--- src/rtl/axis_lb_pkg.sv ---
// Shared types, TUSER field positions and helpers for the AXI4-Stream loopback buffer.
package axis_lb_pkg;

  // Per-message handling mode; the reserved encoding 3 decodes to HOLD.
  typedef enum logic [1:0] {
    ModeLoop = 2'd0,
    ModeSink = 2'd1,
    ModeHold = 2'd2
  } mode_e;

  // Slave-side message state.
  typedef enum logic {
    StIdle  = 1'b0,
    StInMsg = 1'b1
  } state_e;

  // TUSER field positions: transfer length in bytes and opcode.
  localparam int unsigned LEN_LSB = 16;
  localparam int unsigned LEN_MSB = 31;
  localparam int unsigned OPC_LSB = 0;
  localparam int unsigned OPC_MSB = 7;

  // Widest strobe the popcount helper handles (DATA_W up to 1024).
  localparam int unsigned MaxStrbW = 128;

  // Count of set strobe bits; callers zero-extend their strobe to MaxStrbW.
  function automatic logic [15:0] popcount(input logic [MaxStrbW-1:0] strb);
    logic [15:0] cnt;
    cnt = '0;
    for (int i = 0; i < MaxStrbW; i++) begin
      cnt = cnt + {15'd0, strb[i]};
    end
    return cnt;
  endfunction

  function automatic mode_e decode_mode(input logic [1:0] mode);
    case (mode)
      2'd0:    return ModeLoop;
      2'd1:    return ModeSink;
      default: return ModeHold;
    endcase
  endfunction

endpackage

--- src/rtl/axis_fifo_sync.sv ---
// Synchronous first-word-fall-through FIFO with valid/ready on both sides and an occupancy output.
// Read data comes straight from the storage flops and is forced to zero while empty.
module axis_fifo_sync #(
  parameter int unsigned WIDTH = 8,
  parameter int unsigned DEPTH = 16
) (
  input  logic                     clk_i,
  input  logic                     rst_i,
  input  logic [WIDTH-1:0]         in_data_i,
  input  logic                     in_valid_i,
  output logic                     in_ready_o,
  output logic [WIDTH-1:0]         out_data_o,
  output logic                     out_valid_o,
  input  logic                     out_ready_i,
  output logic [$clog2(DEPTH):0]   level_o
);

  localparam int unsigned PtrW = $clog2(DEPTH);

  logic [WIDTH-1:0] mem_q [DEPTH];
  logic [PtrW-1:0]  wptr_q, rptr_q;
  logic [PtrW:0]    count_q;
  logic             push, pop;

  // Full blocks pushes even when a pop happens in the same cycle.
  always_comb begin
    in_ready_o  = (count_q != (PtrW + 1)'(DEPTH));
    out_valid_o = (count_q != '0);
    out_data_o  = out_valid_o ? mem_q[rptr_q] : '0;
    push        = in_valid_i & in_ready_o;
    pop         = out_valid_o & out_ready_i;
    level_o     = count_q;
  end

  // Pointer and occupancy bookkeeping; pointers wrap naturally at DEPTH (power of 2).
  always_ff @(posedge clk_i) begin
    if (rst_i) begin
      wptr_q  <= '0;
      rptr_q  <= '0;
      count_q <= '0;
    end else begin
      if (push) wptr_q <= wptr_q + PtrW'(1);
      if (pop)  rptr_q <= rptr_q + PtrW'(1);
      case ({push, pop})
        2'b10:   count_q <= count_q + (PtrW + 1)'(1);
        2'b01:   count_q <= count_q - (PtrW + 1)'(1);
        default: count_q <= count_q;
      endcase
    end
  end

  // Storage write; contents need no reset because reads are gated by occupancy.
  always_ff @(posedge clk_i) begin
    if (push) mem_q[wptr_q] <= in_data_i;
  end

endmodule

--- src/rtl/axis_loopback_buf.sv ---
// Buffered AXI4-Stream loopback with per-message loop/sink/hold mode, message counters and a
// sticky check of accepted byte count against the TUSER length field.
module axis_loopback_buf
  import axis_lb_pkg::*;
#(
  parameter int unsigned  DATA_W = 32,
  parameter int unsigned  USER_W = 32,
  parameter int unsigned  DEPTH  = 16,
  localparam int unsigned STRB_W = DATA_W / 8
) (
  input  logic                     ACLK,
  input  logic                     ARESET,
  input  logic [1:0]               MODE,
  input  logic [DATA_W-1:0]        S_AXIS_DAT_TDATA,
  input  logic [STRB_W-1:0]        S_AXIS_DAT_TSTRB,
  input  logic [USER_W-1:0]        S_AXIS_DAT_TUSER,
  input  logic                     S_AXIS_DAT_TLAST,
  input  logic                     S_AXIS_DAT_TVALID,
  output logic                     S_AXIS_DAT_TREADY,
  output logic [DATA_W-1:0]        M_AXIS_DAT_TDATA,
  output logic [STRB_W-1:0]        M_AXIS_DAT_TSTRB,
  output logic [USER_W-1:0]        M_AXIS_DAT_TUSER,
  output logic                     M_AXIS_DAT_TLAST,
  output logic                     M_AXIS_DAT_TVALID,
  input  logic                     M_AXIS_DAT_TREADY,
  output logic [15:0]              MSG_CNT,
  output logic [15:0]              DROP_CNT,
  output logic                     LEN_ERR,
  output logic [$clog2(DEPTH):0]   FIFO_LVL
);

  localparam int unsigned FifoW = DATA_W + STRB_W + USER_W + 1;

  state_e      state_q, state_d;
  mode_e       cur_mode_q, cur_mode_d;
  mode_e       eff_mode;
  logic [15:0] len_exp_q, len_exp_d;
  logic [15:0] byte_acc_q, byte_acc_d;
  logic [15:0] msg_cnt_q, msg_cnt_d;
  logic [15:0] drop_cnt_q, drop_cnt_d;
  logic        len_err_q, len_err_d;

  logic             fifo_in_ready;
  logic [FifoW-1:0] fifo_out_data;
  logic             s_ready, beat_acc, push;
  logic [15:0]      beat_bytes, byte_total, len_cmp;

  axis_fifo_sync #(
    .WIDTH (FifoW),
    .DEPTH (DEPTH)
  ) u_fifo (
    .clk_i       (ACLK),
    .rst_i       (ARESET),
    .in_data_i   ({S_AXIS_DAT_TLAST, S_AXIS_DAT_TUSER, S_AXIS_DAT_TSTRB, S_AXIS_DAT_TDATA}),
    .in_valid_i  (push),
    .in_ready_o  (fifo_in_ready),
    .out_data_o  (fifo_out_data),
    .out_valid_o (M_AXIS_DAT_TVALID),
    .out_ready_i (M_AXIS_DAT_TREADY),
    .level_o     (FIFO_LVL)
  );

  // Slave readiness from effective mode; an open message keeps its latched mode.
  always_comb begin
    eff_mode = (state_q == StIdle) ? decode_mode(MODE) : cur_mode_q;
    s_ready  = 1'b0;
    if (!ARESET) begin
      case (eff_mode)
        ModeLoop: s_ready = fifo_in_ready;
        ModeSink: s_ready = 1'b1;
        default:  s_ready = 1'b0;
      endcase
    end
    beat_acc   = S_AXIS_DAT_TVALID & s_ready;
    push       = beat_acc & (eff_mode == ModeLoop);
    beat_bytes = popcount(MaxStrbW'(S_AXIS_DAT_TSTRB));
    byte_total = byte_acc_q + beat_bytes;
    // A one-beat message is checked against its own length field.
    len_cmp    = (state_q == StIdle) ? S_AXIS_DAT_TUSER[LEN_MSB:LEN_LSB] : len_exp_q;
  end

  // Next-state: message FSM, byte accumulator, counters and sticky length error.
  always_comb begin
    state_d    = state_q;
    cur_mode_d = cur_mode_q;
    len_exp_d  = len_exp_q;
    byte_acc_d = byte_acc_q;
    msg_cnt_d  = msg_cnt_q;
    drop_cnt_d = drop_cnt_q;
    len_err_d  = len_err_q;
    if (beat_acc) begin
      if (S_AXIS_DAT_TLAST) begin
        state_d    = StIdle;
        byte_acc_d = '0;
        msg_cnt_d  = msg_cnt_q + 16'd1;
        if (eff_mode == ModeSink) drop_cnt_d = drop_cnt_q + 16'd1;
        if (byte_total != len_cmp) len_err_d = 1'b1;
      end else begin
        byte_acc_d = byte_total;
        if (state_q == StIdle) begin
          state_d    = StInMsg;
          cur_mode_d = eff_mode;
          len_exp_d  = S_AXIS_DAT_TUSER[LEN_MSB:LEN_LSB];
        end
      end
    end
  end

  // State registers; reset drops any partial message without counting or checking it.
  always_ff @(posedge ACLK) begin
    if (ARESET) begin
      state_q    <= StIdle;
      cur_mode_q <= ModeLoop;
      len_exp_q  <= '0;
      byte_acc_q <= '0;
      msg_cnt_q  <= '0;
      drop_cnt_q <= '0;
      len_err_q  <= 1'b0;
    end else begin
      state_q    <= state_d;
      cur_mode_q <= cur_mode_d;
      len_exp_q  <= len_exp_d;
      byte_acc_q <= byte_acc_d;
      msg_cnt_q  <= msg_cnt_d;
      drop_cnt_q <= drop_cnt_d;
      len_err_q  <= len_err_d;
    end
  end

  // Output mapping.
  always_comb begin
    S_AXIS_DAT_TREADY = s_ready;
    {M_AXIS_DAT_TLAST, M_AXIS_DAT_TUSER, M_AXIS_DAT_TSTRB, M_AXIS_DAT_TDATA} = fifo_out_data;
    MSG_CNT  = msg_cnt_q;
    DROP_CNT = drop_cnt_q;
    LEN_ERR  = len_err_q;
  end

endmodule
--- config.mk ---
export PLATFORM = sky130hd
export DESIGN_NAME = axis_loopback_buf
export DESIGN_NICKNAME = d
export VERILOG_FILES = /design/src/rtl/axis_lb_pkg.sv /design/src/rtl/axis_fifo_sync.sv /design/src/rtl/axis_loopback_buf.sv
export SDC_FILE = /design/constraint.sdc
export NUM_CORES = 1
export LEC_CHECK = 0
export BUFFER_PORTS_ARGS = -buffer_cell sky130_fd_sc_hd__buf_2
export CAP_MARGIN = 20
export CORE_UTILIZATION = 50
export CTS_BUF_LIST = sky130_fd_sc_hd__clkbuf_8
export DETAILED_ROUTE_END_ITERATION = 12
export PLACE_DENSITY = 0.71
export SKIP_LAST_GASP = 1
export SYNTH_ARGS = -nofsm -noshare
export SYNTH_HDL_FRONTEND = slang
export SYNTH_SLANG_ARGS = --single-unit
--- constraint.sdc ---
create_clock -name ACLK -period 14.5 [get_ports ACLK]
set_clock_uncertainty 0.1 [all_clocks]
set_input_delay 3.625 -clock ACLK [delete_from_list [all_inputs] [get_ports ACLK]]
set_output_delay 3.625 -clock ACLK [all_outputs]
set_load 0.05 [all_outputs]
==> results.toml <==
[layout]
areaGrowthSynthToFinish_pct = 12.40
nFillCells = 6619
fin_nets = 2520
layout-drive-gt1-share_pct = 31.75

[logic_synthesis]
seq_area_frac_synth_pct = 75.39
synth_warnings = 0
synth_area_leaders = "edfxtp_1 (72%), mux4_2 (17%), dfxtp_1 (3.7%), and2_1 (0.96%), mux2i_1 (0.80%)"
yosysMostFrequentCell = "edfxtp_1"
synth_edf_count = 1104
synthCells = 2139
synth_ff_type = "edfxtp_1"
synth_area_um2 = 46230
yosys.cell_types.count = 54
async_flop_share_pct = 0
yosysTopAreaCellShare_pct = 71.71
ys_seq_elements = 1189
syn_area_per_cell_um2 = 21.61
synth_nets = 2229
synthTopCellsByCount = "edfxtp_1 (1104), mux4_2 (345), nor2_1 (89), dfxtp_1 (85), clkbuf_1 (77)"
yosys.area.top_type = "edfxtp_1"

[placed_design]
gp_congestion = 0.8141
place_hpwl_um = 50740
port_buffers = 183

[sta]
slew_violations = 0
fin_crit_ns = 8.763
worstMarginPinSlew_ns = 1.220
hold_viol_final = 0
rsz0062_at_grt = "no"
post-route-period-util_pct = 60.43
finalSetupTns_ns = 0
slew_headroom_pct = 18.68
max_freq_mhz = 114.1
setup_violations = 0

[drt]
routed-via-count = 22190
routedWlPerCell_um = 26.02
dr.pass1.iters = 5
post_drt_via_cell_ratio = 5.888
finalWirelength_um = 98040
drtIter0Drc = 2235
drc = 0
ant_nets = 0

[clock_network]
cts_resized = 0
numCtsBuffers = 183
hold_buffers = 0
cts_setup_buffers = 0
root_buffer = "clkbuf_8"
cts_buffer_depth = 3
h-tree-depth = 4
clock_sinks = 1189
cts_tree = "built"
clk_pin_slew_ns = 0.06
clock_latency_ns = 0.84

[pwr]
total_power_w = 0.007534
power.density_nw_per_um2 = 145.0
ir_worst_vdd_uv = 111.0
leakage_nw = 16.43

[setup_path]
crit_path_end_kind = "primary output"
required_ns = 10.77
r2r_slack_ns = 9.96
start_kind = "flip-flop"
worstPathArrival_ns = 5.04
r2r-start = "state_q$_SDFFE_PP0N_"
cp_max_fo = 98
worst-r2r-cell-count = 8
critPathKind = "reg2out"
r2r_end = "u_fifo.mem_q[9][38]$_DFFE_PP_"

[floorplanning]
ios = 184
rows = 111
fp.dieH_um = 306.1
start_util_pct = 50.44
die-area_um2 = 93680
die_x_um = 306.1
core_area_um2 = 91660

[worst_hold_path]
min-delay-start = "byte_acc_q[0]$_SDFFE_PP0N_"
min_to = "byte_acc_q[0]$_SDFFE_PP0N_"
hold_depth = 2
min_path_type = "reg2reg"

[global_route]
met1_usage_pct = 28.80
first_global_vias = 23360
grt_max_degree = 176
grt.met2_usage_pct = 35.16
grt-busiest-layer = "met2"
grt_usage_pct = 21.33
grt_pass1_wl_um = 146800
grt-ovfl-total = 0
grt_util_met3_pct = 4.514
antenna_found_initial = 16

[outcome]
status = "finished clean"

[job]
cap_violations = 0
## where the power goes
group	switching (W)	internal (W)
clock	0.00129	0.00124
combinational	0.000823	0.000396
sequential	0.0000292	0.00376
total	0.00214	0.00539
## metrics by stage
step	utilization [%]	instance area [um2]	std cells	hold slack (ns)	setup slack [ns]
floorplan	-	46230	2139	0.3319	4.251
detailed placement	52.99	48580	3429	0.3600	5.883
global route	56.68	51950	3765	0.4072	5.310
global placement	52.99	48580	3429	0.3378	5.891
CTS	56.61	51890	3760	0.3678	5.523
finish	56.69	51960	3768	0.3706	5.737
## worst max path at each step
stage | to | slack [ns] | startpoint | depth (start not counted)
detailed placement | S_AXIS_DAT_TREADY | 5.88 | MODE[1] | 5
global placement | S_AXIS_DAT_TREADY | 5.89 | MODE[1] | 5
finish | M_AXIS_DAT_TUSER[23] | 5.74 | flip-flop | 6
global route | M_AXIS_DAT_TUSER[23] | 5.31 | flip-flop | 6
floorplan | u_fifo.mem_q[3][0]$_DFFE_PP_ | 4.25 | MODE[1] | 5
CTS | M_AXIS_DAT_TUSER[23] | 5.52 | flip-flop | 6
## logic make-up (layout without fill, tap and decap cells)
logic type | count (synthesis) | after routing | share of synthesized area [%]
multiplexers | 385 | 385 | 17.69
AND/OR/NAND/NOR | 293 | 293 | 3.334
AO/OA/AOI/OAI | 72 | 72 | 0.8904
flip-flops | 1189 | 1189 | 75.39
other | 0 | 6 | 0
buffers and inverters | 126 | 563 | 1.123
adder cells (fa/ha/maj) | 15 | 15 | 0.4547
XOR/XNOR | 59 | 59 | 1.118
## placed cells by master (no fill, tap or decap), drive strengths merged, types with 5 or more instances in the layout
master / n
edfxtp: 1104
mux4: 345
buf: 220
clkbuf: 187
nor2: 91
dfxtp: 85
inv: 84
and2: 72
clkinv: 71
mux2i: 37
nand2: 36
xnor2: 31
a21oi: 30
xor2: 28
o21ai: 23
nand3: 18
nor3: 18
or3: 15
ha: 12
nand4: 11
diode: 6
and3: 6
nor4: 6
a31oi: 5
nand2b: 5
## final cells by class
cell class	instances	area (um2)	area share, %
clock buffers	187	2574	4.953
flip-flops and latches	1189	34870	67.10
diodes	6	15.01	0.02889
well taps	1186	1484	2.856
inverters	12	45.04	0.08668
multi-input cells	824	10980	21.12
clock inverters	144	742.0	1.428
repair buffers	220	1259	2.422
## state kept, by name (all words and copies together) (netlist names), named ones only
| signal | cells |
|---|---|
| DROP_CNT | 16 |
| LEN_ERR | 1 |
| MSG_CNT | 16 |
| byte_acc_q | 16 |
| cur_mode_q | 2 |
| len_exp_q | 16 |
| state_q | 1 |
| u_fifo.level_o | 5 |
| u_fifo.mem_q | 1104 |
| u_fifo.rptr_q | 4 |
| u_fifo.wptr_q | 4 |
## worst max-delay path, cell delays in order, from the launching register on
cell	delay, ns
dfxtp_4	0.94
buf_4	0.86
buf_12	0.64
mux4_2	0.60
mux4_2	0.47
and2_1	0.26
buf_2	0.25
## routing by layer
| layer | share of wire, % | vias up | routed length [um] |
|---|---|---|---|
| li1 | - | 9471 | - |
| met2 | 51 | 838 | 49620 |
| met3 | 6.9 | 132 | 6743 |
| met1 | 41 | 11730 | 39750 |
| met5 | 0.081 | - | 79 |
| met4 | 1.9 | 14 | 1842 |
No activity file was read; power rests on OpenSTA's default activity.
